## src/rtl/btn_load_ctrl_pkg.sv

```systemverilog
// Purpose : shared widths, selector codes and FSM state encoding for the ALU board front end.
// Latency : n/a (declarations only).
// Backpressure: n/a.
package btn_load_ctrl_pkg;

    // Switch widths; the data width matches the ALU operand/op width.
    localparam int ALU_NB_DATO = 6;
    localparam int ALU_NB_SEL  = 2;

    // Selector codes understood by the downstream register stage.
    // Code 2'b11 is not listed: it is passed through and ignored there.
    localparam logic [1:0] SEL_A  = 2'b00;
    localparam logic [1:0] SEL_B  = 2'b01;
    localparam logic [1:0] SEL_OP = 2'b10;

    // Debounce FSM. The encodings are fixed because board-level debug
    // tooling decodes them.
    typedef enum logic [1:0] {
        IDLE       = 2'd0,
        DB_PRESS   = 2'd1,
        PRESSED    = 2'd2,
        DB_RELEASE = 2'd3
    } state_t;

endpackage

```

## src/rtl/sync_2ff.sv

```systemverilog
// Purpose : two-flop synchronizer for a group of asynchronous inputs, cleared to 0 on reset.
// Latency : 2 clk edges from input change to q.
// Backpressure: none; free-running.
//
// Ports:
//   clk      in  1      sampling clock
//   i_rst_n  in  1      asynchronous active-low clear
//   d        in  WIDTH  asynchronous input group
//   q        out WIDTH  synchronized copy
module sync_2ff
    import btn_load_ctrl_pkg::*;
#(
    parameter int WIDTH = 1
) (
    input  logic             clk,
    input  logic             i_rst_n,
    input  logic [WIDTH-1:0] d,
    output logic [WIDTH-1:0] q
);

    logic [WIDTH-1:0] meta;

    always_ff @(posedge clk or negedge i_rst_n) begin
        if (!i_rst_n) begin
            meta <= '0;
            q    <= '0;
        end else begin
            meta <= d;
            q    <= meta;
        end
    end

endmodule

```

## src/rtl/btn_load_ctrl.sv

```systemverilog
// Purpose : synchronize + debounce the load button, emit one load strobe per press with a switch snapshot.
// Latency : o_load high after edge r+DEBOUNCE_CYCLES+2, r = first edge that samples i_btn high.
// Backpressure: none; the downstream register stage accepts o_load unconditionally.
//
// Ports:
//   clk       in  1        system clock, rising edge
//   i_rst_n   in  1        asynchronous active-low reset
//   i_btn     in  1        raw load button, active-high, bouncy
//   i_sw      in  NB_SEL   raw selector switches
//   i_dato    in  NB_DATO  raw data switches
//   o_load    out 1        one-cycle strobe per debounced press
//   o_sel     out NB_SEL   selector snapshot taken with o_load
//   o_dato    out NB_DATO  data snapshot taken with o_load
//   o_pressed out 1        debounced button level
module btn_load_ctrl
    import btn_load_ctrl_pkg::*;
#(
    parameter int DEBOUNCE_CYCLES = 1_000_000,
    parameter int NB_DATO         = ALU_NB_DATO,
    parameter int NB_SEL          = ALU_NB_SEL
) (
    input  logic               clk,
    input  logic               i_rst_n,
    input  logic               i_btn,
    input  logic [NB_SEL-1:0]  i_sw,
    input  logic [NB_DATO-1:0] i_dato,
    output logic               o_load,
    output logic [NB_SEL-1:0]  o_sel,
    output logic [NB_DATO-1:0] o_dato,
    output logic               o_pressed
);

    // $clog2(N) bits hold 0..N-1, which is all the counter ever reaches.
    localparam int                NB_CNT   = (DEBOUNCE_CYCLES > 1) ? $clog2(DEBOUNCE_CYCLES) : 1;
    localparam logic [NB_CNT-1:0] CNT_LAST = NB_CNT'(DEBOUNCE_CYCLES - 1);

    logic               btn_s;
    logic [NB_SEL-1:0]  sw_s;
    logic [NB_DATO-1:0] dato_s;

    sync_2ff #(.WIDTH(1)) u_sync_btn (
        .clk     (clk),
        .i_rst_n (i_rst_n),
        .d       (i_btn),
        .q       (btn_s)
    );

    sync_2ff #(.WIDTH(NB_SEL)) u_sync_sw (
        .clk     (clk),
        .i_rst_n (i_rst_n),
        .d       (i_sw),
        .q       (sw_s)
    );

    sync_2ff #(.WIDTH(NB_DATO)) u_sync_dato (
        .clk     (clk),
        .i_rst_n (i_rst_n),
        .d       (i_dato),
        .q       (dato_s)
    );

    state_t            state_q, state_d;
    logic [NB_CNT-1:0] cnt_q, cnt_d;
    logic              load_d;

    always_ff @(posedge clk or negedge i_rst_n) begin
        if (!i_rst_n) begin
            state_q <= IDLE;
            cnt_q   <= '0;
        end else begin
            state_q <= state_d;
            cnt_q   <= cnt_d;
        end
    end

    // The counter defaults to 0, so it is cleared on every state change and
    // stays at 0 in IDLE/PRESSED; it only advances while a DB_ state holds.
    always_comb begin
        state_d = state_q;
        cnt_d   = '0;
        load_d  = 1'b0;
        case (state_q)
            IDLE: begin
                if (btn_s) begin
                    state_d = DB_PRESS;
                end
            end
            DB_PRESS: begin
                if (!btn_s) begin
                    state_d = IDLE;
                end else if (cnt_q == CNT_LAST) begin
                    state_d = PRESSED;
                    load_d  = 1'b1;
                end else begin
                    cnt_d = cnt_q + 1'b1;
                end
            end
            PRESSED: begin
                if (!btn_s) begin
                    state_d = DB_RELEASE;
                end
            end
            DB_RELEASE: begin
                if (btn_s) begin
                    state_d = PRESSED;
                end else if (cnt_q == CNT_LAST) begin
                    state_d = IDLE;
                end else begin
                    cnt_d = cnt_q + 1'b1;
                end
            end
            default: begin
                state_d = IDLE;
            end
        endcase
    end

    // Snapshot registers move only with the strobe, so switch motion between
    // presses never reaches the register stage.
    always_ff @(posedge clk or negedge i_rst_n) begin
        if (!i_rst_n) begin
            o_load <= 1'b0;
            o_sel  <= '0;
            o_dato <= '0;
        end else begin
            o_load <= load_d;
            if (load_d) begin
                o_sel  <= sw_s;
                o_dato <= dato_s;
            end
        end
    end

    assign o_pressed = (state_q == PRESSED) || (state_q == DB_RELEASE);

endmodule

```

## config.mk

```make
export PLATFORM = sky130hd
export DESIGN_NAME = btn_load_ctrl
export DESIGN_NICKNAME = d
export VERILOG_FILES = /design/src/rtl/btn_load_ctrl_pkg.sv /design/src/rtl/sync_2ff.sv /design/src/rtl/btn_load_ctrl.sv
export SDC_FILE = /design/constraint.sdc
export NUM_CORES = 1
export LEC_CHECK = 0
export CAP_MARGIN = 20
export CORE_ASPECT_RATIO = 1.4
export CORE_UTILIZATION = 39
export CTS_CLUSTER_SIZE = 40
export DETAILED_ROUTE_END_ITERATION = 16
export PLACE_DENSITY_LB_ADDON = 0.05
export REMOVE_ABC_BUFFERS = 1
export SYNTH_ARGS = -nofsm -noshare
export SYNTH_HDL_FRONTEND = slang
export SYNTH_HIERARCHICAL = 1
export SYNTH_SLANG_ARGS = --single-unit
```

## constraint.sdc

```tcl
create_clock -name clk -period 5.8 [get_ports clk]
set_clock_uncertainty 0.2 [all_clocks]
set_input_delay 1.45 -clock clk [delete_from_list [all_inputs] [get_ports clk]]
set_output_delay 1.45 -clock clk [all_outputs]
set_load 0.02 [all_outputs]
```

==> impl_summary.txt, run 1 <==
----------------------------------------------------
[Placed design]
  Weighted congestion reported at the end of routability-driven placement ... approximately 0.81
  Worst slack after detailed placement ... 2.87 ns
  Detail Placement HPWL ... 2250 µm
  Quantity of I/O buffers inserted on ports ... 20
  Post-Place Cells ... 238
  Placed Instance Area ... 2210 µm²

[Cells and area]
  Area taken by flip-flops and latches ... 1230 µm²
  Final standard cell area without fillers ... 2350 µm²
  Utilization of the core after routing ... 0.486
  Layout cells sized above 1 ... 0.120
  Final net count ... 195
  Final standard cell count with taps included and fillers excluded ... ~250
  Area of the multi-input gates ... just under 700 µm²
  Commonest cells after routing, fill and taps aside ... dfrtp_1, nor2_1, clkdlybuf4s50_1
  Commonest non-fill, non-tap cell in the layout ... dfrtp_1
  Antenna diode count ... 0
  Area grow syn2layout ... 20.2%
  Fill cells ... 416

[Setup path]
  Kind of critical path ... reg2out
  Worst path bufs/invs ... 1
  Max FO, Critical Path ... 4
  Reg-to-reg setup timing slack ... around 3 ns
  Data arrival time of the worst path ... 1.31 ns
  Cells along the critical path ... clkdlybuf4s50_1
  Required time at the worst-slack endpoint ... a little over 4 ns
  Reg-to-reg critical path startpoint ... cnt_q[0]
  Critical Path Slowest Stage Cell ... clkdlybuf4s50_1
  Worst path top cell family by delay ... buffers and inverters
  Crit. End Element ... output port
  Logic depth of the worst register-to-register path ... 5
  Max incr delay on CP ... 0.62 ns
  Capture point of the worst reg-to-reg path ... o_dato[3]
  Kind of start point of the critical path ... flip-flop

[Power]
  Maximum vdd drop ... 0.109 mV
  Final total power ... 0.615 mW
  Lkg Pwr ... ~1 nW
  Power density over the cells ... 262 nW/µm²

[Clock network]
  Clock root buffer ... clkbuf_8
  CTS Buf Count ... 5
  Clock network latency to the later pin of the worst-skew pair ... just under 0.3 ns
  Post-CTS setup buffer count ... 0
  Gates resized, CTS repair ... 0
  Hold buffer count at cts ... 0
  CTS HTree Levels ... 2
  Deepest clock path buffer count ... 2
  Clock transition at the registers of the reported paths ... around 0.080 ns
  Clock Sink Count ... 49
  CTS tree ... yes

[Global route]
  Total gr overflow ... 0
  Via count of the first global-routing pass ... 1,198
  Overall track demand over capacity in global routing ... 0.144
  Largest net degree at the start of global routing ... 50
  Antenna violations before repair ... 0
  Global-route wire length before repair ... 5510 µm

[Timing]
  Worst hold margin ... 0.153 ns
  Time the final worst path needs with I/O delays and setup ... 2.96 ns
  Worst-case headroom to the max-slew limit ... 0.554
  Fin. max-slew vios ... 0
  RSZ-0062 raised after global routing ... false
  Transition time at the pin with the least slew margin ... 0.662 ns
  Maximum clock frequency ... 0.337 GHz
  Final worst-path cycle share ... 0.511
  Final setup violation count ... 0
  Hold Fails Final Rpt ... 0
  Setup TNS ... 0 ns
  Least setup slack across all paths after layout ... 2.84 ns

[Logic synthesis]
  Mapped Cells ... 159
  Yosys synthesis warning count ... 6
  Post-synthesis sequential area ratio ... 0.626
  Seq cells post-synth ... 49
  Post-Synthesis Cell Area ... 1960 µm²
  Average footprint of a synthesized cell ... 12.3 µm²
  Count of different cell masters after synthesis ... 33

[Hold path]
  Min-delay worst type ... reg2reg
  Hold Path Sink ... u_sync_dato/q[1]
  Launch instance of the worst min-delay path ... u_sync_dato/meta[1]
  Hold Path Depth ... 0

[Routing]
  Post-DRT Antenna Nets ... 0
  Remaining DRCs ... 0
  Initial DRC count ... 41
  Routed wire per std cell ... 13.3 µm
  Final routed wirelength across all metal layers ... between 3000 and 4000 µm
  Total number of vias ... about 1,200
  Via-to-Cell Ratio ... 4.96
  Router iterations before antenna repair ... 4

[Run status]
  Run status ... completed

[Floorplanning]
  Vertical extent of the die ... about 86 µm
  Total number of placement rows ... 30
  Core region area ... 4840 µm²
  I/O pin count ... 21
  Area of the die ... 5310 µm²
  Initial core utilization ... 0.404
  Chip width ... 61.9 µm

[Flow run]
  Reported max-cap violation count ... 0

----------------------------------------------------
[metal layers]
layer | wire length (µm) | global-route usage | vias up
met5 | 0 | 0 | -
met2 | 1660 | 0.230 | 18
met4 | 70 | 0.0667 | 0
met3 | 89 | 0.0362 | 6
li1 | - | - | 593
met1 | 1460 | 0.178 | 613
[power breakdown]
group,switching [mW],internal [mW]
sequential,0.00326,0.349
clock,0.103,0.140
combinational,0.0111,0.00910
total,0.117,0.498
[worst max path at each step]
stage,from,cells past startpoint,to,slack [ns]
floorplan,cnt_q[0],5,o_dato[0],3.25
global placement,cnt_q[0],5,cnt_q[12],2.98
detailed placement,cnt_q[0],5,cnt_q[5],2.87
CTS,flip-flop,1,o_pressed,2.80
global route,flip-flop,1,o_pressed,2.74
finish,flip-flop,1,o_pressed,2.84
[cell usage after synthesis, drive strengths merged]
master,instances,area (µm²)
xnor2,12,105
or4b,1,13.8
ha,1,12.5
a31o,1,8.76
a211oi,1,7.51
nand2,6,22.5
nor4b,1,8.76
buf,1,11.3
nand2b,1,6.26
mux2i,1,10.0
o21ai,1,5.00
nand3b,1,7.51
xor2,3,26.3
or3,1,6.26
or4,1,7.51
nand3,10,50.1
clkbuf,4,16.3
nand4,5,46.3
a21oi,1,5.00
and3,1,6.26
mux2,9,131
nor2,25,93.8
nor3,5,25.0
nor3b,1,7.51
nor2b,1,6.26
o221ai,2,17.5
o211ai,1,7.51
dfrtp,49,1230
inv,6,22.5
nor4,6,37.5
[sequential cells by signal, indices dropped and copies added, names as in the netlist, named ones only]
name and flops:
cnt_q 20, o_dato 6, o_load 1, o_sel 2, state_q 1, u_sync_btn/meta 1
u_sync_btn/q 1, u_sync_dato/meta 6, u_sync_dato/q 6, u_sync_sw/meta 2, u_sync_sw/q 2
[logic make-up (layout without fill, tap and decap cells)]
logic type,Yosys count,after routing,share of synthesized area
AOI/OAI and AO/OA,7,7,0.0262
xor gates and xnor gates,15,15,0.0671
adders and majority gates,1,1,0.00639
buffers and inverters,11,36,0.0256
DFF,49,49,0.626
muxes,10,10,0.0722
and+or+nand+nor,66,66,0.176
[cell type report]
class,instances,area share
repair buffers,22,0.0962
well taps,64,0.0340
clock buffers,7,0.0367
flip-flops and latches,49,0.521
multi-input cells,99,0.290
inverters,6,0.00957
clock inverters,1,0.0128
Power figures use the tool's default switching activity.
==> run 2, diff against run 1 <==
==> constraint.sdc (replaced) <==
create_clock -name clk -period 2.5 [get_ports clk]
set_clock_uncertainty 0.2 [all_clocks]
set_input_delay 0.625 -clock clk [delete_from_list [all_inputs] [get_ports clk]]
set_output_delay 0.625 -clock clk [all_outputs]
set_load 0.02 [all_outputs]
==> run 2 against run 1 <==
Effect of this change: core utilization up 0.39 points; cell area grew 0.80%; global-route usage up 1.1 points; largest cell class unchanged; largest power group unchanged; highest routed layer unchanged.
==> impl_summary.txt, run 2 (synthesis results as in run 1) <==
----------------------------------------------------
[Cells and area]
  Register name with the most flops ... cnt_q
  Number of flip-flops under the largest register name ... 20 (unchanged)
  Area grow syn2layout ... 21.2%
  Antenna diode count ... 0 (unchanged)
  Commonest non-fill, non-tap cell in the layout ... dfrtp_1
  Layout cells sized above 1 ... 0.153 (+0.0331)
  Commonest cells after routing, fill and taps aside ... dfrtp_1, nor2_1, clkdlybuf4s50_1
  Final net count ... 201 (+3.1%)
  Final standard cell area without fillers ... 2370 µm² (+0.80%)

[Run status]
  Run status ... completed

[Floorplanning]
  Total number of placement rows ... 30 (unchanged)
  Chip width ... 61.9 µm (unchanged)
  Vertical extent of the die ... 85.8 µm (unchanged)
  I/O pin count ... 21 (unchanged)
  Core region area ... 4840 µm² (unchanged)
  Area of the die ... 5310 µm² (unchanged)
  Initial core utilization ... 0.404 (unchanged)

[Global route]
  Antenna violations before repair ... 0 (unchanged)
  Via count of the first global-routing pass ... 1,301 (+8.6%)
  Total gr overflow ... 0 (unchanged)
  Overall track demand over capacity in global routing ... 0.154 (+0.0105)
  Global-route wire length before repair ... 5890 µm (+7.0%)
  Largest net degree at the start of global routing ... 29 (-42%)

[Placed design]
  Detail Placement HPWL ... 2580 µm (+15%)
  Weighted congestion reported at the end of routability-driven placement ... 0.790 (-2.1%)
  Worst slack after detailed placement ... 0.117 ns (-2.75 ns)
  Placed Instance Area ... 2280 µm² (+3.3%)
  Quantity of I/O buffers inserted on ports ... 20 (unchanged)

[Power]
  Maximum vdd drop ... 0.276 mV (+150%)
  Power density over the cells ... 561 nW/µm² (+110%)
  Final total power ... 1.33 mW (+120%)
  Lkg Pwr ... 0.996 nW (+1.3%)

[Hold path]
  Min-delay worst type ... in2async

[Routing]
  Via-to-Cell Ratio ... 4.93 (-0.54%)
  Routed wire per std cell ... 13.7 µm (+3.6%)
  Initial DRC count ... 26 (-37%)
  Post-DRT Antenna Nets ... 0 (unchanged)
  Remaining DRCs ... 0 (unchanged)
  Total number of vias ... 1,253 (+1.9%)
  Final routed wirelength across all metal layers ... 3490 µm (+6.1%)
  Router iterations before antenna repair ... 4 (unchanged)

[Clock network]
  Gates resized, CTS repair ... 0 (unchanged)
  Hold buffer count at cts ... 0 (unchanged)
  Clock network latency to the later pin of the worst-skew pair ... 0.30 ns (about the same)
  Clock transition at the registers of the reported paths ... 0.09 ns (about the same)
  Post-CTS setup buffer count ... 0 (unchanged)
  Deepest clock path buffer count ... 2 (unchanged)
  Clock root buffer ... clkbuf_8
  CTS tree ... yes
  CTS HTree Levels ... 2 (unchanged)
  Clock Sink Count ... 49 (unchanged)
  CTS Buf Count ... 5 (unchanged)

[Timing]
  Setup TNS ... 0 ns (unchanged)
  Worst-case headroom to the max-slew limit ... 0.539 (-0.0151)
  Time the final worst path needs with I/O delays and setup ... about 2.4 ns
  Hold Fails Final Rpt ... 0 (unchanged)
  Final worst-path cycle share ... 0.958
  RSZ-0062 raised after global routing ... false
  Fin. max-slew vios ... 0 (unchanged)
  Maximum clock frequency ... 0.418 GHz
  Least setup slack across all paths after layout ... 0.105 ns (-2.73 ns)
  Final setup violation count ... 0 (unchanged)
  Transition time at the pin with the least slew margin ... 0.685 ns (+0.0224 ns)

[Flow run]
  Reported max-cap violation count ... 0 (unchanged)

[Setup path]
  Required time at the worst-slack endpoint ... 2.48 ns (-1.67 ns)
  Max FO, Critical Path ... 8 (+4)
  Kind of critical path ... reg2reg
  Critical Path Slowest Stage Cell ... or4b_4
  Kind of start point of the critical path ... flip-flop
  Data arrival time of the worst path ... 2.37 ns (+1.06 ns)
  Crit. End Element ... flip-flop
  Cells along the critical path ... ha_1 -> inv_1 -> or4_1 -> or4b_4 -> mux2_4
  Max incr delay on CP ... 0.61 ns (about the same)

----------------------------------------------------
-- run 2: changes by cell type in the layout (fill, tap and decap cells not counted), sizes merged --
| cell | change |
|---|---|
| buf | +6 |
| clkbuf | -2 |
| bufinv | -1 |
| clkinv | +1 |
| clkinvlp | +1 |
| inv | +1 |
-- run 2: area by class of cell --
cell class                      instances  area (µm²)
Fill cell                             425        2470
Multi-Input combinational cell         99         682
Clock buffer                            5        68.8
Clock inverter                          3        25.0
Sequential cell                        49        1230
Inverter                                6        22.5
Timing Repair Buffer                   28         268
Tap cell                               64        80.1
-- run 2: worst max-delay path: cells and delay by family (launching register included) --
| kind | cells | cell delay (ns) |
|---|---|---|
| buf+inv | 1 | 0.06 |
| mux | 1 | 0.33 |
| flops | 1 | 0.36 |
| fa+ha+maj | 1 | 0.17 |
| simple gates | 2 | 1.15 |
-- run 2: power by group --
part / leakage, nW / switching, mW / internal, mW / total, mW
clock: 0.0447 / 0.263 / 0.202 / 0.465
sequential: 0.640 / 0.00584 / 0.809 / 0.814
combinational: 0.312 / 0.0280 / 0.0224 / 0.0504
-- run 2: final timing paths --
| check | from | slack (ns) | endpoint | cells after the start |
|---|---|---|---|---|
| min reg2reg | u_sync_dato/meta[0] | 0.15 | u_sync_dato/q[0] | 0 |
| max in group asynchronous | i_rst_n | 1.48 | o_dato[4] | 2 |
| max | cnt_q[0] | 0.11 | o_dato[4] | 5 |
| min in group clk | u_sync_dato/meta[0] | 0.15 | u_sync_dato/q[0] | 0 |
| max reg2reg | cnt_q[0] | 0.11 | o_dato[4] | 5 |
| min | i_rst_n | 0.1 | cnt_q[18] | 1 |
-- run 2: stage by stage --
| stage | hold slack [ns] | cells | util |
|---|---|---|---|
| 3_5_place_dp | 0.136 | 246 | 0.471 |
| 6_report | 0.0983 | 254 | 0.490 |
| 3_3_place_gp | 0.132 | 246 | 0.471 |
| 4_1_cts | 0.102 | 254 | 0.490 |
| 5_1_grt | 0.130 | 254 | 0.490 |
| 2_1_floorplan | 0.129 | 154 | - |
-- run 2: metal layers --
metal | share of wire | global-route usage | up-vias
met5 | 0 | 0 | -
met3 | 0.032 | 0.0422 | 6
met4 | 0.018 | 0.0667 | 0
li1 | - | - | 602
met1 | 0.43 | 0.179 | 624
met2 | 0.52 | 0.259 | 21
